File: src/rtl/risc16_ctrl.sv
// Multi-cycle control unit for the RiSC-16 core: owns PC/IR, sequences
// FETCH/DECODE/EXEC/MEM and drives ALU strobes, RF addressing and memory requests.
module risc16_ctrl (
   input  logic        clk,
   input  logic        rst,
   input  logic [15:0] mem_rdata,
   input  logic        mem_ack,
   input  logic [15:0] alu_out,
   input  logic        eq_out,
   output logic [15:0] pc,
   output logic [15:0] ir,
   output logic        mem_req,
   output logic        mem_we,
   output logic [15:0] mem_addr,
   output logic        ADD,
   output logic        NAND,
   output logic        PASS1,
   output logic        EQ,
   output logic        src1_sel,
   output logic        src2_sel,
   output logic [2:0]  rf_raddr1,
   output logic [2:0]  rf_raddr2,
   output logic        rf_we,
   output logic [2:0]  rf_waddr,
   output logic [1:0]  rf_wdata_sel,
   output logic [1:0]  state
);

   typedef enum logic [1:0] {
      S_FETCH  = 2'd0,
      S_DECODE = 2'd1,
      S_EXEC   = 2'd2,
      S_MEM    = 2'd3
   } state_t;

   localparam logic [2:0] OP_ADD  = 3'd0;
   localparam logic [2:0] OP_ADDI = 3'd1;
   localparam logic [2:0] OP_NAND = 3'd2;
   localparam logic [2:0] OP_LUI  = 3'd3;
   localparam logic [2:0] OP_SW   = 3'd4;
   localparam logic [2:0] OP_LW   = 3'd5;
   localparam logic [2:0] OP_BEQ  = 3'd6;
   localparam logic [2:0] OP_JALR = 3'd7;

   state_t      state_q, state_d;
   logic [15:0] pc_q, pc_d;
   logic [15:0] ir_q, ir_d;
   logic [2:0]  op, ra, rb, rc;
   logic [15:0] simm_ext;
   logic        wr_ok;

   assign op       = ir_q[15:13];
   assign ra       = ir_q[12:10];
   assign rb       = ir_q[9:7];
   assign rc       = ir_q[2:0];
   assign simm_ext = {{9{ir_q[6]}}, ir_q[6:0]};
   // r0 is hardwired zero, so any write targeting it is suppressed
   assign wr_ok    = (ra != 3'd0);

   assign pc       = pc_q;
   assign ir       = ir_q;
   assign state    = state_q;
   assign rf_waddr = ra;

   always_comb begin
      state_d      = state_q;
      pc_d         = pc_q;
      ir_d         = ir_q;
      mem_req      = 1'b0;
      mem_we       = 1'b0;
      mem_addr     = pc_q;
      ADD          = 1'b0;
      NAND         = 1'b0;
      PASS1        = 1'b0;
      EQ           = 1'b0;
      src1_sel     = 1'b0;
      src2_sel     = 1'b0;
      rf_we        = 1'b0;
      rf_wdata_sel = 2'd0;
      rf_raddr1    = rb;
      rf_raddr2    = rc;

      if (op == OP_BEQ) begin
         rf_raddr1 = ra;
         rf_raddr2 = rb;
      end else if (op == OP_SW) begin
         rf_raddr1 = rb;
         rf_raddr2 = ra;
      end

      unique case (state_q)
         S_FETCH: begin
            // state_q already reads FETCH while rst is high; keep the request quiet
            mem_req = ~rst;
            if (mem_ack) begin
               ir_d    = mem_rdata;
               pc_d    = pc_q + 16'd1;
               state_d = S_DECODE;
            end
         end
         S_DECODE: state_d = S_EXEC;
         S_EXEC: begin
            state_d = S_FETCH;
            unique case (op)
               OP_ADD:  begin ADD = 1'b1; rf_we = wr_ok; end
               OP_ADDI: begin ADD = 1'b1; src2_sel = 1'b1; rf_we = wr_ok; end
               OP_NAND: begin NAND = 1'b1; rf_we = wr_ok; end
               OP_LUI:  begin PASS1 = 1'b1; src1_sel = 1'b1; rf_we = wr_ok; end
               OP_BEQ: begin
                  EQ = 1'b1;
                  if (eq_out) pc_d = pc_q + simm_ext;
               end
               OP_JALR: begin
                  // link value is the already-incremented pc, taken before this edge
                  PASS1        = 1'b1;
                  rf_we        = wr_ok;
                  rf_wdata_sel = wr_ok ? 2'd2 : 2'd0;
                  pc_d         = alu_out;
               end
               default: begin
                  ADD      = 1'b1;
                  src2_sel = 1'b1;
                  state_d  = S_MEM;
               end
            endcase
         end
         S_MEM: begin
            ADD      = 1'b1;
            src2_sel = 1'b1;
            mem_req  = 1'b1;
            mem_addr = alu_out;
            mem_we   = (op == OP_SW);
            if (mem_ack) begin
               state_d = S_FETCH;
               if (op == OP_LW && wr_ok) begin
                  rf_we        = 1'b1;
                  rf_wdata_sel = 2'd1;
               end
            end
         end
         default: state_d = S_FETCH;
      endcase
   end

   always_ff @(posedge clk or posedge rst) begin
      if (rst) begin
         state_q <= S_FETCH;
         pc_q    <= 16'd0;
         ir_q    <= 16'd0;
      end else begin
         state_q <= state_d;
         pc_q    <= pc_d;
         ir_q    <= ir_d;
      end
   end

endmodule

File: config.mk
export PLATFORM = sky130hd
export DESIGN_NAME = risc16_ctrl
export DESIGN_NICKNAME = d
export VERILOG_FILES = /design/src/rtl/risc16_ctrl.sv
export SDC_FILE = /design/constraint.sdc
export NUM_CORES = 1
export LEC_CHECK = 0
export BUFFER_PORTS_ARGS = -buffer_cell sky130_fd_sc_hd__buf_2
export CAP_MARGIN = 10
export CORE_ASPECT_RATIO = 0.5
export CORE_MARGIN = 1
export CORE_UTILIZATION = 57
export CTS_BUF_LIST = sky130_fd_sc_hd__clkbuf_4 sky130_fd_sc_hd__clkbuf_8
export DETAILED_ROUTE_END_ITERATION = 10
export PLACE_DENSITY = 0.86
export SKIP_LAST_GASP = 1
export SLEW_MARGIN = 20
export SYNTH_ARGS = -nofsm -noshare
export SYNTH_HDL_FRONTEND = slang
export SYNTH_SLANG_ARGS = --single-unit
File: constraint.sdc
create_clock -name clk -period 4.59 [get_ports clk]
set_input_delay 1.377 -clock clk [delete_from_list [all_inputs] [get_ports clk]]
set_output_delay 1.377 -clock clk [all_outputs]
set_load 0.02 [all_outputs]
==> flow_summary_export.csv <==
group,metric,value,unit
outcome,status,"completed",
synth,synth_commonest_cells,"dfrtp_1 (34), mux2_2 (33), a21oi_1 (32), nand2_1 (32), o21ai_0 (27)",
layout,drive_gt1_frac,0.344,
synth,ys_seq_area_frac,0.275,
cts,cts_tree,"done",
sta,worst_pin_slew,0.813,ns
global_route,antenna_found_initial,0,
sta,hold_violations,0,
synth,synth_edf_count,0,
sta,timing.setup.tns,0,ns
floorplan,rows,18,
synth,synthArstFlopShare,1.00,
setup_path,cp_cell_sequence,"inv_1 -> ha_1 -> inv_1 -> nor4_1 -> buf_2",
detailed_routing,drc,0,
sta,rsz0062_at_grt,"false",
setup_path,required,3.21,ns
setup_path,start_kind,"register",
cts,hold_buffers,0,
cts,clock_path_buffers,2,
synth,synth_compound_area_frac,0.234,
synth,ys.flop_type,"dfrtp_1",
floorplan,start_util,0.611,
layout,insertedDiodeCount,0,
setup_path,endpoint_kind,"output pin",
detailed_routing,drt-initial-drc-count,281,
setup_path,cp_data_arrival_time,2.38,ns
synth,synth_top_area_cell,"dfrtp_1",
layout,fin_nets,514,
setup_path,crit_buf_inv,3,
setup_path,worstRegToRegCells,9,
setup_path,critPathMaxStageDelay,0.61,ns
global_route,first_global_vias,2882,
setup_path,slowest_stage,"ha_1",
cts,numCtsBuffers,5,
floorplan,fp.coreArea,5070,um2
synth,synth.yosys.warnings,0,
cts,worstSkewPairLatency,0.30,ns
placement,hpwl,6.81,mm
setup_path,rr_endpoint,"pc[11]",
global_route,grt_pass1_wl,14.3,mm
sta,relSlewSlack,0.457,
sta,clock_skew,0.00799,ns
setup_path,r2r_setup_slack,1.31,ns
floorplan,die_x,106,um
placement,place.gp.congestion,0.903,
setup_path,critPathMaxFanout,19,
floorplan,die-area,5750,um2
cts,path_clk_slew,0.08,ns
setup_path,crit_start,"state[0]",
placement,placed_cell_area,3630,um2
global_route,grt_max_degree,35,
synth,synth_area,3100,um2
synth,synth_nets,419,
synth,synth.top_cells.by_area,"dfrtp_1 (27%), mux2_2 (12%), ha_1 (7.7%)",
min_path,hp-class,"register to register",
layout,final_area,3740,um2
synth,yosysMostFrequentCell,"dfrtp_1",
setup_path,r2r_start,"state[0]",
synth,syn_area_per_cell,8.53,um2
sta,timing.fmax,266,MHz
floorplan,io-pin-count,106,
setup_path,cp-endpoint,"NAND",
layout,nFillCells,398,
cts,post_cts_buffers,0,
synth,synth_xor_area_frac,0.0311,
placement,port_buffers,105,
setup_path,worstSetupPathType,"register to output pin",
detailed_routing,wl,9.29,mm
cts,cts_max_level,2,
synth,postSynthCellCount,363,
synth,synth_top_area_share,0.275,
global_route,overflow,0,
sta,min_period,3.76,ns
cts,cts-root-buf,"clkbuf_8",
flow_run,cap_violations,0,
setup_path,crit_top_cell,"inv_1",
detailed_routing,drtPass1Iterations,5,
synth,synth-adder-area-share,0.0833,
setup_path,cp.depth,5,
layout,syn2layout_area_growth,20.9,%
detailed_routing,vias,3322,
detailed_routing,vias_per_cell,6.28,
sta,drv_slew,0,
synth,synth_top_family_by_area,"compound AO/OA/AOI/OAI gates",
global_route,groute.usage.overall,0.326,
synth,muxShareOfSynthArea,0.146,
sta,setup_viol,0,
synth,synth-simple-area-share,0.183,
floorplan,die_h,54.1,um
sta,period_share,0.818,
setup_path,path_delay_family,"buffers and inverters",
cts,cts_sinks,34,
min_path,hold_depth,1,
detailed_routing,wl_per_cell,17.6,um
detailed_routing,ant_nets,0,
synth,ys_ff_latch,34,
synth,ys_types,55,
cts,cts-resized-gates,0,
-- worst min-delay path by stage --
stage / startpoint / endpoint / slack (ns)
floorplan: state[1] / state[1] / 0.65
global placement: ir[5] / ir[5] / 0.51
detailed placement: ir[5] / ir[5] / 0.52
CTS: ir[5] / ir[5] / 0.54
global route: ir[5] / ir[5] / 0.55
finish: ir[5] / ir[5] / 0.54
-- layer usage --
metal  up-vias  share of wire  track usage
li1       1544              -            -
met1      1572           0.44        0.442
met2       194           0.45        0.542
met3        12          0.099       0.0581
met4         0         0.0091       0.0949
met5         -              0            0
-- cells in the final DEF, fill, tap and decap left out, drive strengths merged, types with 4 or more instances in the layout --
master / count
buf: 108
dfrtp: 34
mux2: 34
nand2: 32
a21oi: 32
o21ai: 28
nor2: 24
ha: 19
nand3: 18
inv: 13
and3: 8
nor3: 8
mux2i: 7
o211ai: 7
nand4: 6
a21o: 6
xor2: 6
a31oi: 5
and2: 5
xnor2: 5
clkbuf: 5
nor4: 4
-- cell families (layout without fill, tap and decap cells) --
kind of cell | Yosys count | count (layout)
AND/OR/NAND/NOR | 115 | 115
XOR/XNOR | 11 | 11
buffers and inverters | 33 | 129
flip-flops | 34 | 34
multiplexers | 41 | 41
adder cells (fa/ha/maj) | 20 | 20
AO/OA/AOI/OAI | 109 | 109
-- state kept, by name, indices dropped and copies added (netlist names) --
name   flops
ir        16
pc        16
state      2
-- through the flow --
| stage | hold slack (ns) | std cells | utilization | worst slack (ns) |
|---|---|---|---|---|
| detailed placement | 0.522 | 521 | 0.717 | 1.12 |
| global placement | 0.513 | 521 | 0.717 | 1.14 |
| finish | 0.538 | 529 | 0.739 | 0.834 |
| CTS | 0.540 | 529 | 0.739 | 0.903 |
| floorplan | 0.649 | 363 | - | 0.637 |
| global route | 0.546 | 529 | 0.739 | 0.665 |
-- cell type report --
| cell class | instances | area (um2) | area share |
|---|---|---|---|
| Timing Repair Buffer | 108 | 548 | 0.146 |
| Sequential cell | 34 | 851 | 0.227 |
| Clock buffer | 5 | 68.8 | 0.0184 |
| Tap cell | 70 | 87.6 | 0.0234 |
| Inverter | 13 | 48.8 | 0.0130 |
| Multi-Input combinational cell | 296 | 2100 | 0.561 |
| Clock inverter | 3 | 40.0 | 0.0107 |
-- worst reg2reg max path: stages, from the launching register on --
cell and delay, ns:
dfrtp_1 0.43, inv_1 0.10, ha_1 0.61, buf_4 0.36
nor2_1 0.12, a211o_1 0.56, nor3_1 0.61, and3_1 0.24
mux2i_1 0.07, o211ai_1 0.09
Power is not shown: default switching activity piles up to over one toggle a cycle in this logic, so the estimate is an artifact.
